**src/rtl/f_sweep_checker_dwell_timer.sv**
```systemverilog
// rtl/f_sweep_checker_dwell_timer.sv - loadable 8-bit down-counter pacing each vector
module dwell_timer (
  input  logic       clk,
  input  logic       rst_n,
  input  logic       clear,
  input  logic       en,
  input  logic [7:0] load_val,
  output logic       tick
);

  logic [7:0] count_q;
  logic [7:0] count_d;

  // Reload on clear or terminal count, otherwise count down while enabled.
  always_comb begin
    count_d = count_q;
    if (clear) begin
      count_d = load_val;
    end else if (en) begin
      count_d = (count_q == 8'd0) ? load_val : count_q - 8'd1;
    end
  end

  // Counter register.
  always_ff @(posedge clk or negedge rst_n) begin
    if (!rst_n) begin
      count_q <= 8'd0;
    end else begin
      count_q <= count_d;
    end
  end

  assign tick = en && !clear && (count_q == 8'd0);

endmodule

```
**config.mk**
```make
export PLATFORM = sky130hd
export DESIGN_NAME = dwell_timer
export DESIGN_NICKNAME = d
export VERILOG_FILES = /design/src/rtl/f_sweep_checker_dwell_timer.sv
export SDC_FILE = /design/constraint.sdc
export NUM_CORES = 1
export LEC_CHECK = 0
export BUFFER_PORTS_ARGS = -buffer_cell sky130_fd_sc_hd__buf_2
export CELL_PAD_IN_SITES_DETAIL_PLACEMENT = 1
export CELL_PAD_IN_SITES_GLOBAL_PLACEMENT = 2
export CORE_MARGIN = 2
export CORE_UTILIZATION = 30
export DETAILED_ROUTE_END_ITERATION = 16
export PLACE_DENSITY_LB_ADDON = 0.25
export SLEW_MARGIN = 20
export SYNTH_ARGS = -nofsm -noshare
export SYNTH_HDL_FRONTEND = slang
export SYNTH_SLANG_ARGS = --single-unit
```
**constraint.sdc**
```tcl
create_clock -name clk -period 2.85 [get_ports clk]
set_clock_uncertainty 0.1 [all_clocks]
set_input_delay 0.4275 -clock clk [delete_from_list [all_inputs] [get_ports clk]]
set_output_delay 0.4275 -clock clk [all_outputs]
set_load 0.02 [all_outputs]
```
Yosys cells after proc, flatten, opt, wreduce, memory -nomap -nowiden
Cells that the tools add are included.
- memories kept: 0
- RAM bits: 0
- flip-flop bits (word level): 8
- latch bits: 0
- input bits: 12
- memory bits (read-only): 0
- div/mod/pow operators: 0
- bitwise logic cells: 0
- multipliers: 0
- equality and inequality tests: 0
- shift-type cells: 0
- multiplexer cells: 3
- $lt $le $gt $ge: 0
- reduce and logical (&&, ||, !) cells: 5
- add/sub/neg operators: 1
- operator list (kind ; number):
    8-bit two-way mux ; 3
    8-bit zero test ; 1
    8-bit by 1-bit subtractor with 8-bit output (second input constant) ; 1
    1-bit logical AND ; 2
    2-bit nonzero test ; 1
    1-bit zero test ; 1

Logic depth before layout (Yosys ltp)
- word-level depth: 4
- mapped depth: 6

Least setup slack after synthesis
Ideal clock, no wire load.
- kind: reg-to-output
- start point: register count_q[0]
- end point: output tick
- arrival: 1.333 ns
- path buffers: 0
- slack: 0.990 ns
- cell stages (with the launch flop): 6
- required time: 2.322 ns
- cell sequence: dfrtp_1 inv_1 ha_1 nor3b_2 nand3_1 nor2_1
- word-level cells in the longest chain between the ends: 2
- ends and longest elaborated chain (element ; RTL line ; text):
    start: declaration ; 11 ; logic [7:0] count_q;
    start signal: assignment ; 29 ; count_q <= count_d;
    8-bit zero test ; 33 ; assign tick = en && !clear && (count_q == 8'd0);
    1-bit logical AND ; 33 ;
    end: declaration ; 8 ; output logic tick
No other way between the ends.

Final worst setup path
Same ends and word-level chain as after synthesis.

==> results.json <==
{
  "synth_common_cells": "nor2_1 (9), dfrtp_1 (8), inv_1 (4), o22a_1 (4)",
  "drc": 0,
  "grt_pass1_vias": 505,
  "drv_cap": 0,
  "synth.most_common_cell": "nor2_1",
  "reg_top3": "count_q: 8 flops",
  "ctsLongestPathBuffers": 2,
  "netlist_top_cells_area": "dfrtp_1 (37%), o22a_1 (6.4%), nor2_1 (6.2%)",
  "rows": 15,
  "leakagePower_nw": 0.293,
  "worstMarginPinSlew_ps": 649,
  "arrival_ps": 1730,
  "min_to": "count_q[6]",
  "synth_async_sr_flop_share_pct": 100,
  "avgSynthCellArea_um2": 9.07,
  "root_buffer": "clkbuf_4",
  "reg2reg_to": "count_q[4]",
  "tns_ps": 0,
  "hpwl_mm": 1.00,
  "ff2ff_path_depth": 6,
  "yosysTopAreaCellShare_pct": 36.8,
  "grtUsageTotal_pct": 15.6,
  "antennaDiodeCount": 0,
  "min_period_ps": 2260,
  "worstReg2RegStart": "count_q[0]",
  "dp_cells": 95,
  "drv_slew": 0,
  "ys_ff_latch": 8,
  "synth_enable_flop_cells": 0,
  "io_buffers": 12,
  "ys.flop_type": "dfrtp_1",
  "clock.fmax_ghz": 0.443,
  "timing.final.crit_share_pct": 79.2,
  "fillCellCount": 218,
  "boundaryPins": 13,
  "cts_sinks": 8,
  "reg2reg_slack_ps": 890,
  "hold_viol": 0,
  "layout-drive-gt1-share_pct": 24.3,
  "nNetsFinal": 90,
  "synth_seq_area_share_pct": 36.8,
  "worstSkewPairLatency_ps": 260,
  "slew_headroom_pct": 56.5,
  "coreArea_mm2": 0.00171,
  "power_mw": 0.305,
  "syn_inst": 60,
  "hold_depth": 2,
  "fin_cells": 99,
  "setup_viol": 0,
  "fp.dieW_um": 46.6,
  "cts_resized": 0,
  "grt_pass1_wl_mm": 2.25,
  "synth_area_leader_cell": "dfrtp_1",
  "regArea_um2": 200,
  "viasPerCell": 5.33,
  "clkTransAtPathRegs_ps": 60,
  "cp-end-kind": "output port",
  "gp_congestion": 0.743,
  "cts-htree-levels": 1,
  "grt_max_degree": 16,
  "final_area_um2": 661,
  "die_h_um": 46.6,
  "hold_class": "in -> reg",
  "path_max_fanout": 7,
  "synth-warning-count": 0,
  "cellPowerDensity_mw_per_mm2": 461,
  "drt_iter0_drc": 7,
  "syn_to_final_growth_pct": 21.4,
  "critPathLaunchType": "flop",
  "place_area_um2": 628,
  "syn-num-nets": 74,
  "multi_input_area_um2": 322,
  "rsz0062_at_grt": "false",
  "antenna_left": 0,
  "dieArea_mm2": 0.00217,
  "start_util_pct": 31.9,
  "overflow": 0,
  "cts_tree": "yes",
  "cp.required_ps": 2320,
  "ys_types": 26,
  "largest_register_ffs": 8,
  "irDropWorstVdd_v": 0.000175,
  "netlist_area_um2": 544,
  "antenna_found_initial": 0,
  "firstDrtPassIters": 4,
  "top_register": "count_q",
  "drt_wl_total_mm": 1.38,
  "path_class": "reg -> out",
  "fin_util_pct": 38.7,
  "num_vias": 528,
  "cts-buffers-inserted": 3,
  "status": "finished, final reports clean",
  "worstHoldStart": "load_val[6]",
  "route.detailed.wl_per_inst_um": 13.9
}
routing by layer:
layer	share of wire (%)	up-vias	global-route usage, %
met2	47	12	24.2
met5	0	-	0
li1	-	259	-
met1	47	252	19.9
met3	3.1	5	2.35
met4	3.1	0	10.3
cell usage in the layout (no fill, tap or decap), drive strengths merged:
cell type    instances
or4                  1
nand3                3
ha                   2
o22a                 4
a211oi               2
nand3b               1
nor3b                1
a221oi               1
a22oi                1
nand4                1
clkbuf               3
nand2                2
o211ai               1
nor4                 1
nand4b               3
nand2b               1
nor3                 2
a21oi                2
nor2                 9
mux2i                2
dfrtp                8
and3                 2
dlygate4sd3          1
inv                  4
buf                 12
a31oi                2
o22ai                2
cell type report:
class / instances / share of cell area [%]
inverter: 4 / 2.27
multi-input combinational: 46 / 48.7
tap: 25 / 4.73
clock buffer: 3 / 3.41
sequential: 8 / 30.3
timing repair buffer: 13 / 10.6
critical path, stage by stage, from the launching register on:
cell,delay (ps)
dfrtp_1,410
inv_1,110
ha_1,180
nor3b_2,380
nand3_1,120
nor2_1,100
buf_2,170
through the flow:
step | worst slack, ps | hold slack (ps)
after detailed placement | 892 | 188
after CTS | 582 | 269
after floorplan | 990 | 31.9
final | 593 | 274
after global placement | 919 | 185
after global routing | 435 | 282
worst max-delay path by stage:
| stage | start | to | slack (ps) | depth (start not counted) |
|---|---|---|---|---|
| after floorplan | count_q[0] | tick | 990 | 5 |
| after global placement | count_q[0] | count_q[4] | 920 | 6 |
| after detailed placement | count_q[0] | count_q[7] | 890 | 6 |
| after CTS | count_q[0] | tick | 580 | 6 |
| after global routing | count_q[0] | tick | 430 | 6 |
| final | count_q[0] | tick | 590 | 6 |
cell families (layout without fill, tap and decap cells):
kind of cell / count (synthesis) / count (layout) / share of synthesized area [%]
flip-flops: 8 / 8 / 36.8
AO/OA/AOI/OAI: 15 / 15 / 20.0
adder cells (fa/ha/maj): 2 / 2 / 4.60
buffers and inverters: 6 / 20 / 4.14
multiplexers: 2 / 2 / 3.68
AND/OR/NAND/NOR: 27 / 27 / 30.8
repair_timing:
action,in CTS,in global routing
hold buffers,1,0
setup buffers,0,0
endpoints found under the hold margin,8,0
where the power goes:
group | leakage (nW) | internal [mW] | switching (mW)
combinational | 0.185 | 0.0335 | 0.0355
sequential | 0.0937 | 0.126 | 0.0181
clock | 0.0138 | 0.0485 | 0.0430
total | 0.293 | 0.208 | 0.0966
Note: power is estimated with default switching activity, not from simulation.
